### config.mk
export PLATFORM = sky130hd
export DESIGN_NAME = freq_code_meter_flat
export DESIGN_NICKNAME = d
export VERILOG_FILES = /design/src/rtl/freq_code_meter_if.sv /design/src/rtl/freq_code_meter.sv /design/src/flat_wrapper.sv
export SDC_FILE = /design/constraint.sdc
export NUM_CORES = 1
export LEC_CHECK = 0
export ABC_AREA = 1
export CAP_MARGIN = 20
export CORE_ASPECT_RATIO = 1.25
export CORE_UTILIZATION = 49
export CTS_CLUSTER_SIZE = 14
export DETAILED_ROUTE_END_ITERATION = 8
export PLACE_DENSITY_LB_ADDON = 0.2
export SYNTH_ARGS = -nofsm -noshare
export SYNTH_HDL_FRONTEND = slang
export SYNTH_SLANG_ARGS = --single-unit
### constraint.sdc
create_clock -name clk -period 4.2 [get_ports clk]
set_clock_uncertainty 0.15 [all_clocks]
set_input_delay 0.84 -clock clk [delete_from_list [all_inputs] [get_ports clk]]
set_output_delay 0.84 -clock clk [all_outputs]
set_load 0.03 [all_outputs]
### src/rtl/freq_code_meter_if.sv
// Signal bundle between a tick source and the frequency code meter.
// The master drives tick/clr and observes results; the slave is the meter itself.
interface freq_code_meter_if #(
  parameter int M = 9
);
  logic         tick;
  logic         clr;
  logic [2:0]   code;
  logic [M-1:0] period;
  logic         meas_valid;
  logic         err;
  logic         locked;

  modport master (
    output tick, clr,
    input  code, period, meas_valid, err, locked
  );

  modport slave (
    input  tick, clr,
    output code, period, meas_valid, err, locked
  );
endinterface

### src/rtl/freq_code_meter.sv
// Measures the interval between tick pulses from the 3-bit frequency generator,
// recovers its code, flags illegal/missing periods and declares lock.
//
//   state | meaning
//   IDLE  | no reference tick seen yet (after reset, clr or timeout)
//   MEAS  | counting cycles since the last tick
module freq_code_meter #(
  parameter int M      = 9,
  parameter int LOCK_N = 3
) (
  input  logic                 clk,
  input  logic                 rst,
  freq_code_meter_if.slave     io_meter
);

  localparam int W = (M > 9) ? M : 9;
  localparam logic [M-1:0] CNT_MAX = '1;
  localparam logic [2:0]   LOCK_CNT = 3'(LOCK_N);

  typedef enum logic {IDLE, MEAS} state_t;

  state_t       r_state, w_state_nxt;
  logic [M-1:0] r_cnt, w_cnt_nxt;
  logic [2:0]   r_code, w_code_nxt;
  logic [M-1:0] r_period, w_period_nxt;
  logic         r_meas_valid, w_meas_valid_nxt;
  logic         r_err, w_err_nxt;
  logic [2:0]   r_match, w_match_nxt;
  logic         r_locked, w_locked_nxt;

  logic [W-1:0] w_p_ext;
  logic         w_legal;
  logic [2:0]   w_new_code;

  // Code arithmetic runs at least 9 bits wide so that P=256 maps to code 0.
  assign w_p_ext    = W'(r_cnt);
  assign w_legal    = (w_p_ext[4:0] == 5'd0) && (w_p_ext >= W'(32)) && (w_p_ext <= W'(256));
  assign w_new_code = 3'((W'(256) - w_p_ext) >> 5);

  always_comb begin
    w_state_nxt      = r_state;
    w_cnt_nxt        = r_cnt;
    w_code_nxt       = r_code;
    w_period_nxt     = r_period;
    w_meas_valid_nxt = 1'b0;
    w_err_nxt        = 1'b0;
    w_match_nxt      = r_match;
    w_locked_nxt     = r_locked;

    case (r_state)
      IDLE: begin
        if (io_meter.tick) begin
          w_cnt_nxt   = M'(1);
          w_state_nxt = MEAS;
        end
      end
      MEAS: begin
        if (io_meter.tick) begin
          w_period_nxt = r_cnt;
          w_cnt_nxt    = M'(1);
          if (w_legal) begin
            w_code_nxt       = w_new_code;
            w_meas_valid_nxt = 1'b1;
            if ((w_new_code == r_code) && (r_match != 3'd0))
              w_match_nxt = (r_match == LOCK_CNT) ? r_match : r_match + 3'd1;
            else
              w_match_nxt = 3'd1;
            w_locked_nxt = (w_match_nxt == LOCK_CNT);
          end else begin
            w_err_nxt    = 1'b1;
            w_match_nxt  = 3'd0;
            w_locked_nxt = 1'b0;
          end
        end else if (r_cnt == CNT_MAX) begin
          w_err_nxt    = 1'b1;
          w_match_nxt  = 3'd0;
          w_locked_nxt = 1'b0;
          w_cnt_nxt    = '0;
          w_state_nxt  = IDLE;
        end else begin
          w_cnt_nxt = r_cnt + M'(1);
        end
      end
      default: w_state_nxt = IDLE;
    endcase

    // Synchronous clear wins over any tick in the same cycle.
    if (io_meter.clr) begin
      w_state_nxt      = IDLE;
      w_cnt_nxt        = '0;
      w_code_nxt       = 3'd0;
      w_period_nxt     = '0;
      w_meas_valid_nxt = 1'b0;
      w_err_nxt        = 1'b0;
      w_match_nxt      = 3'd0;
      w_locked_nxt     = 1'b0;
    end
  end

  always_ff @(posedge clk or posedge rst) begin
    if (rst) begin
      r_state      <= IDLE;
      r_cnt        <= '0;
      r_code       <= 3'd0;
      r_period     <= '0;
      r_meas_valid <= 1'b0;
      r_err        <= 1'b0;
      r_match      <= 3'd0;
      r_locked     <= 1'b0;
    end else begin
      r_state      <= w_state_nxt;
      r_cnt        <= w_cnt_nxt;
      r_code       <= w_code_nxt;
      r_period     <= w_period_nxt;
      r_meas_valid <= w_meas_valid_nxt;
      r_err        <= w_err_nxt;
      r_match      <= w_match_nxt;
      r_locked     <= w_locked_nxt;
    end
  end

  assign io_meter.code       = r_code;
  assign io_meter.period     = r_period;
  assign io_meter.meas_valid = r_meas_valid;
  assign io_meter.err        = r_err;
  assign io_meter.locked     = r_locked;

endmodule

### src/flat_wrapper.sv
// flat-port wrapper written by rule: the top's interface ports become plain ports
module freq_code_meter_flat 
#(
  parameter int M      = 9,
  parameter int LOCK_N = 3
)
  (clk, rst, io_meter_tick, io_meter_clr, io_meter_code, io_meter_period, io_meter_meas_valid, io_meter_err, io_meter_locked);
  freq_code_meter_if #(.M(M)) io_meter_i ();
  input  logic clk;
  input  logic rst;
  input wire logic [$bits(io_meter_i.tick)-1:0] io_meter_tick;
  input wire logic [$bits(io_meter_i.clr)-1:0] io_meter_clr;
  output wire logic [$bits(io_meter_i.code)-1:0] io_meter_code;
  output wire logic [$bits(io_meter_i.period)-1:0] io_meter_period;
  output wire logic [$bits(io_meter_i.meas_valid)-1:0] io_meter_meas_valid;
  output wire logic [$bits(io_meter_i.err)-1:0] io_meter_err;
  output wire logic [$bits(io_meter_i.locked)-1:0] io_meter_locked;
  assign io_meter_i.tick = io_meter_tick;
  assign io_meter_i.clr = io_meter_clr;
  assign io_meter_code = io_meter_i.code;
  assign io_meter_period = io_meter_i.period;
  assign io_meter_meas_valid = io_meter_i.meas_valid;
  assign io_meter_err = io_meter_i.err;
  assign io_meter_locked = io_meter_i.locked;
  freq_code_meter #(.M(M), .LOCK_N(LOCK_N)) u_core (.clk(clk), .rst(rst), .io_meter(io_meter_i));
endmodule
Word level (Yosys, flattened, before mapping) --
Cells that the tools add are included. Widths: inputs -> output; s select.
Storage, ports and cells: flip-flop bits (word level) 28, output and inout bits 15, word-level logic and storage cells 72
Cells by class: $add $sub $neg 3, $lt $le $gt $ge 2, eq/ne operators 5, multiplexer cells 41, bitwise operators 1, reduce and logical (&&, ||, !) cells 12
Operators with widths (number):
- $mux 9 | 7
- $mux 3 | 14
- $mux 1 | 18
- $pmux 9 s2 | 1
- $add 9x1->9 const B | 1
- $eq 9x9->1 const B | 1
- $ge 9x6->1 const B | 1
- $le 9x9->1 const B | 1
- $sub 1x8->8 const A | 1
- $eq 3x2->1 const B | 2
- $reduce_bool 2->1 | 3
- $reduce_bool 3->1 | 2
- $logic_not 5->1 | 1
- $reduce_and 2->1 | 2
- $add 3x1->3 const B | 1
- $eq 3x3->1 | 1
- $logic_and 1x1->1 | 3
- $ne 3x3->1 const B | 1
- $reduce_and 3->1 | 1
- $pmux 1 s2 | 1
- $not 1->1 | 1

Longest topological paths before layout --
Gate-level depths: netlist of run 1.
word-level depth 12, mapped depth 12, depth with buffers taken out 12

Least setup slack after synthesis of run 1 --
Ideal clock, no wire load.
path kind flip-flop to flip-flop, from reg u_core.r_cnt[0], to reg u_core.r_cnt[5], library setup time 0.083 ns, arrival time 1.602 ns, setup slack 2.365 ns, stages on the path, launching flop included 12, buffers on the path 0, clock period less this slack 1.835 ns, cell sequence dfrtp_1 -> ha_1 -> nand3_1 -> nor2_1 -> nand3_1 -> nor2_1 -> ha_1 -> nor2_1 -> nand2_1 -> inv_1 -> o21ai_0 -> o22ai_1
On the way: cells in the longest elaborated chain, start to end 5, elaborated cells on any way between the ends 6, classes of those cells add/sub (1); eq/ne (1); mux (4)
Ends and longest elaborated chain:
- start, declared | RTL line freq_code_meter.sv:23 | logic [M-1:0] r_cnt, w_cnt_nxt;
- start signal, assigned | RTL line freq_code_meter.sv:112 | r_cnt <= w_cnt_nxt;
- $add 9x1->9 or $eq 9x9->1 (tied branches) | RTL line freq_code_meter.sv:81, freq_code_meter.sv:74
- $mux 9 (*) | RTL line freq_code_meter.sv:74 | end else if (r_cnt == CNT_MAX) begin
- $mux 9 (*) | RTL line freq_code_meter.sv:58 | if (io_meter.tick) begin
- $pmux 9 s2 (*) | RTL line freq_code_meter.sv:50 | case (r_state)
- $mux 9 (*) | RTL line freq_code_meter.sv:88 | if (io_meter.clr) begin
Mark *: on every way between the ends. The rest lies on a longest branch, timed or not. A chain may end at the register's enable or synchronous reset.

Worst setup path in the final report of run 1 --
from reg u_core.r_code[1] (netlist: u_core.io_meter.code[1]), to out io_meter_code[1]
RTL lines:
- start, declared | RTL line freq_code_meter.sv:24 | logic [2:0] r_code, w_code_nxt;
- start signal, assigned | RTL line freq_code_meter.sv:113 | r_code <= w_code_nxt;
- end, declared | RTL line flat_wrapper.sv:13 | output wire logic [$bits(io_meter_i.code)-1:0] io_meter_code;
No word-level cell between the ends.

==> results of run 1 <==
[worst paths after layout]
kind	startpoint	endpoint	slack, ns	cells after the start
min in group asynchronous	rst	u_core.r_match[0]	0.70	2
worst min-delay path	u_core.r_match[2]	u_core.r_match[2]	0.36	2
max in group asynchronous	rst	u_core.r_cnt[8]	2.72	3
worst max-delay path	u_core.io_meter.code[1]	io_meter_code[1]	1.78	1
worst max register to register	u_core.r_cnt[0]	u_core.r_cnt[5]	2.04	11
worst min register to register	u_core.r_match[2]	u_core.r_match[2]	0.36	2
[cell families after synthesis]
group           count (synthesis)
xor+xnor                        3
flops                          28
compound gates                 32
simple gates                   76
buf+inv                        34
fa+ha+maj                       5
[flip-flops by register name (all words and copies together), names as in the netlist]
| register | count |
|---|---|
| u_core.io_meter.period | 9 |
| u_core.r_cnt | 9 |
| u_core.io_meter.code | 3 |
| u_core.r_match | 3 |
| u_core.io_meter.err | 1 |
| u_core.io_meter.locked | 1 |
| u_core.io_meter.meas_valid | 1 |
| u_core.r_state | 1 |
[final cells by class]
cell class | instances | share of cell area [%]
inverters | 34 | 7.29
well taps | 34 | 2.43
clock buffers | 4 | 2.07
flip-flops and latches | 28 | 40.0
repair buffers | 19 | 11.9
multi-input cells | 116 | 36.4
[power breakdown]
part / total [mW] / switching (mW) / internal, mW
logic: 0.0476 / 0.0316 / 0.0160
clock network: 0.134 / 0.0808 / 0.0532
registers: 0.274 / 0.00188 / 0.272
[through the flow]
| stage | hold WS [ns] | util, % | std cells | cell area, um^2 | power, mW |
|---|---|---|---|---|---|
| after floorplan | 0.299 | - | 178 | 1470 | 0.310 |
| after global placement | 0.315 | 61.2 | 230 | 1690 | 0.322 |
| after detailed placement | 0.327 | 61.2 | 230 | 1690 | 0.324 |
| after CTS | 0.364 | 62.5 | 234 | 1720 | 0.458 |
| after global routing | 0.401 | 63.5 | 235 | 1750 | 0.476 |
| final | 0.355 | 63.5 | 235 | 1750 | 0.456 |
[cells in the mapped netlist, drive strengths merged]
library cell / count / share of area, %
nand3: 16 / 6.1
dfrtp: 28 / 48
a21oi: 2 / 0.94
xor2: 2 / 1.2
inv: 34 / 8.7
o22ai: 15 / 6.4
ha: 5 / 4.3
nor3: 1 / 0.34
o31ai: 2 / 1.0
nand2: 35 / 9.1
nor2: 20 / 6.3
xnor2: 1 / 0.60
o21ai: 13 / 5.0
nand4: 4 / 2.1
[layout by cell type (no fill, tap or decap), types with 2 or more instances in the layout]
cell             count
nor2_2               4
nand2_1             34
o31ai_1              2
o21ai_1              2
inv_1               33
nand3_1             14
xor2_1               2
nand3_2              2
ha_1                 5
dfrtp_1             28
nand4_1              3
o21ai_2              2
clkbuf_4             3
o22ai_1             15
clkdlybuf4s50_1     18
nor2_1              15
o21ai_0              9
[layer usage]
layer  share of wire (%)  wire length [um]  up-vias
li1                    -                 -      629
met1                  43              1350      606
met2                  53              1650       23
met3                 2.2                69        5
met4                 1.7                53        0
met5                   0                 0        -
[tightest hold or removal path, cell delays in order, from the launching register on]
cell and delay (ns):
dfrtp_1 0.37, nand2_1 0.05, nand2_1 0.06
==> reports/qor.csv, run 1 <==
stage,metric,value,unit
setup_path,critical path class,reg -> out,
clock_tree,Worst-Skew Late Latency,0.34,ns
synth,proportion of synthesized area in mux cells,0,%
timing,RSZ-0062 raised after global routing,false,
grt,met2 usage,39.1,%
grt,initial antenna violation count,0,
grt,GRT Util Overall,22.3,%
run_status,outcome,finished clean,
clock_tree,H-tree levels,1,
hold_path,Hold Crit Class,reg -> reg,
setup_path,crit-path cells,clkdlybuf4s50_1,
clock_tree,clk root buf,clkbuf_4,
clock_tree,Sink Count,28,
grt,GRT Max-Usage Layer,met2,
timing,minimum clock period,2.42,ns
power,P per Cell Area,260,nW/um^2
setup_path,crit-path max FO,3,
drt,Remaining DRCs,0,
clock_tree,TritonCTS Buffers,3,
cells_and_area,filler cell count,256,
synth,Ys Warns,0,
timing,Slew headroom,53.6,%
drt,post-DR wirelength/cell,13.3,um
grt,largest net degree at the start of global routing,29,
synth,sequential area share after synthesis,47.8,%
synth,Synth cell types,23,
synth,XOR/XNOR Fraction of Synth Area,1.79,%
timing,final critical-path share of the clock period,57.5,%
synth,adder-cell area share of the yosys netlist,4.27,%
synth,compound-gate portion of the synthesized area,13.3,%
synth,mapped cell area,1470,um^2
cells_and_area,register area,701,um^2
die,Initial Utilization,53.1,%
clock_tree,worst-case clock buffer depth,2,
synth,main combinational cell family by area after synthesis,simple AND/OR/NAND/NOR gates,
cells_and_area,nets@finish,211,
cells_and_area,layout cells sized above 1,8.96,%
grt,first-pass GRT wire length,5.41,mm
grt,Overflow after GRT,0,
die,CORE AREA,2760,um^2
drt,Pre-Repair DR Iteration Count,4,
cells_and_area,P&R area growth vs syn,19.6,%
timing,final setup fails,0,
setup_path,CP Capture Type,output port,
die,IO Count,19,
setup_path,startpoint types,flop,
timing,fmax,0.414,GHz
synth,Syn Area/Cell,8.23,um^2
power,Peak VDD IR,200,uV
synth,number of synthesized register bits,28,
clock_tree,Setup Buffers After CTS,0,
drt,Detailed Route Iter0 Violations,61,
setup_path,Bufs and invs on worst path,1,
placement,Detailed Place HPWL,2.31,mm
timing,worst setup margin,1.78,ns
setup_path,Worst Path Arrival,1.43,ns
clock_tree,CTS tree,yes,
run,max_cap viols,0,
drt,Via density,5.37,
die,Die Span Y,63.1,um
grt,vias in the first global route,1239,
synth,post-synthesis simple-gate area fraction,24.1,%
clock_tree,clk slew on worst S/H paths,0.15,ns
placement,I/O Buffers,18,
setup_path,max incr delay on CP,0.68,ns
timing,Final Hold Fails,0,
clock_tree,"Gates resized, CTS repair",0,
drt,drt total wl,3.12,mm
grt,met1 Use GR,26.3,%
cells_and_area,area of the multi-input gates,637,um^2
setup_path,Worst Path Required,3.21,ns
die,DIE WIDTH,50.9,um
drt,Vias,1263,
synth,Post-Syn Instances,178,
timing,setup TNS,0,ns
power,leak pwr,0.796,nW
die,die area,3210,um^2
grt,grt met3 use,3.14,%
timing,Worst Tran Pin Value,0.692,ns
synth,Post-Syn Nets,187,
drt,number of routed nets with antenna violations,0,
clock_tree,# hold bufs at CTS,0,
setup_path,critical path's top delay family,buffers and inverters,
cells_and_area,antenna diode count,0,
placement,RD Place Congestion,0.942,
timing,"Slew Viols, Final",0,
placement,DP Worst Slack,1.68,ns
setup_path,"slowest stage cell, crit path",clkdlybuf4s50_1,
die,site row count,21,
No activity file was read; power rests on OpenSTA's default activity.
==> run 2, diff against run 1 <==
==> constraint.sdc (replaced) <==
create_clock -name clk -period 2.1 [get_ports clk]
set_clock_uncertainty 0.15 [all_clocks]
set_input_delay 0.42 -clock clk [delete_from_list [all_inputs] [get_ports clk]]
set_output_delay 0.42 -clock clk [all_outputs]
set_load 0.03 [all_outputs]
==> reports/qor.csv, run 2 (synthesized netlist as in run 1, its figures left out) <==
stage,metric,value,unit
run_status,outcome,finished clean,
die,DIE WIDTH,50.9,um
timing,Slew headroom,75.9,%
setup_path,"slowest stage cell, crit path",clkdlybuf4s50_1,
setup_path,R2R Setup Slk,0.14,ns
cells_and_area,fin util,64.4,%
drt,post-DR wirelength/cell,14.0,um
clock_tree,TritonCTS Buffers,3,
placement,RD Place Congestion,0.894,
setup_path,crit-path cells,clkdlybuf4s50_1,
timing,RSZ-0062 raised after global routing,false,
timing,smallest hold slack,0.284,ns
clock_tree,H-tree levels,1,
placement,Detailed Place HPWL,2.49,mm
timing,setup TNS,0,ns
power,leak pwr,0.797,nW
placement,DP Worst Slack,0.0590,ns
grt,Overflow after GRT,0,
drt,Remaining DRCs,0,
grt,vias in the first global route,1268,
drt,Vias,1300,
setup_path,startpoint types,flop,
drt,Detailed Route Iter0 Violations,58,
timing,final critical-path share of the clock period,94.4,%
grt,GRT Util Overall,23.4,%
die,CORE AREA,2760,um^2
cells_and_area,nets@finish,216,
setup_path,Bufs and invs on worst path,1,
setup_path,reg2reg start,u_core.r_cnt[1],
timing,Final Hold Fails,0,
drt,Via density,5.44,
timing,worst setup margin,0.118,ns
setup_path,max incr delay on CP,0.69,ns
cells_and_area,"commonest non-fill, non-tap cells in the layout","33 x nand2_1, 32 x inv_1, 28 x dfrtp_1",
cells_and_area,layout cells sized above 1,15.1,%
placement,dpl cells,235,
grt,largest net degree at the start of global routing,29,
setup_path,Worst Path Arrival,1.41,ns
clock_tree,worst-case clock buffer depth,2,
timing,fmax,0.505,GHz
clock_tree,clk slew on worst S/H paths,0.14,ns
setup_path,critical path's top delay family,buffers and inverters,
cells_and_area,antenna diode count,0,
timing,minimum clock period,1.98,ns
placement,placed inst area,1730,um^2
grt,initial antenna violation count,0,
cells_and_area,"commonest non-fill, non-tap cell in the layout",nand2_1,
setup_path,Worst Path Required,1.53,ns
drt,number of routed nets with antenna violations,0,
clock_tree,# hold bufs at CTS,0,
clock_tree,clk root buf,clkbuf_4,
clock_tree,Worst-Skew Late Latency,0.33,ns
cells_and_area,post-route insts no fill,239,
cells_and_area,finished layout cell area,1780,um^2
power,Design Power,0.867,mW
run,max_cap viols,0,
clock_tree,CTS tree,yes,
placement,I/O Buffers,18,
setup_path,CP Capture Type,output port,
setup_path,Register-to-Register Path Depth,8,
timing,"Slew Viols, Final",0,
hold_path,Hold Crit Class,in -> async,
timing,final setup fails,0,
timing,Worst Tran Pin Value,0.360,ns
cells_and_area,P&R area growth vs syn,21.3,%
drt,Pre-Repair DR Iteration Count,7,
drt,drt total wl,3.36,mm
cells_and_area,filler cell count,243,
setup_path,critical path class,reg -> out,
grt,first-pass GRT wire length,5.62,mm
power,Peak VDD IR,307,uV
power,P per Cell Area,488,nW/um^2
die,die area,3210,um^2
die,IO Count,19,
setup_path,crit-path max FO,3,
die,Die Span Y,63.1,um
die,site row count,21,
die,Initial Utilization,53.1,%
setup_path,end of the worst register-to-register path,u_core.io_meter.code[0],
clock_tree,Sink Count,28,
[run 2: layout make-up]
class / count / area [um^2] / area share, %
timing repair buffer: 24 / 225 / 12.7
sequential: 28 / 701 / 39.4
clock buffer: 3 / 22.5 / 1.27
tap: 34 / 42.5 / 2.39
multi-input combinational: 116 / 659 / 37.1
inverter: 34 / 128 / 7.18
[run 2: routing by layer]
layer,track usage [%],part of all wire (%)
met5,0,0
met4,7.99,1.4
met3,2.90,1.6
met2,42.6,54
met1,27.4,43
[run 2: how the worst max path moves through the flow]
stage	start	end	slack [ns]	depth (start not counted)
global route	u_core.r_cnt[1]	u_core.io_meter.code[2]	0.009	8
global placement	u_core.r_cnt[1]	u_core.r_cnt[5]	0.11	11
finish	u_core.io_meter.code[0]	io_meter_code[0]	0.12	1
CTS	u_core.r_cnt[0]	u_core.r_cnt[5]	0.03	11
floorplan	u_core.r_cnt[0]	u_core.r_cnt[5]	0.26	11
detailed placement	u_core.r_cnt[0]	u_core.r_cnt[5]	0.06	11
[run 2: repair_timing]
| item | CTS | global route |
|---|---|---|
| endpoints found under the setup margin | 0 | 9 |
| resized for setup | 0 | 9 |
| buffers inserted | 0 | 1 |
[run 2: report_power, final]
group / internal, mW / switching (mW)
Combinational: 0.0340 / 0.0663
Sequential: 0.544 / 0.00312
Clock: 0.0674 / 0.152
Total: 0.646 / 0.222
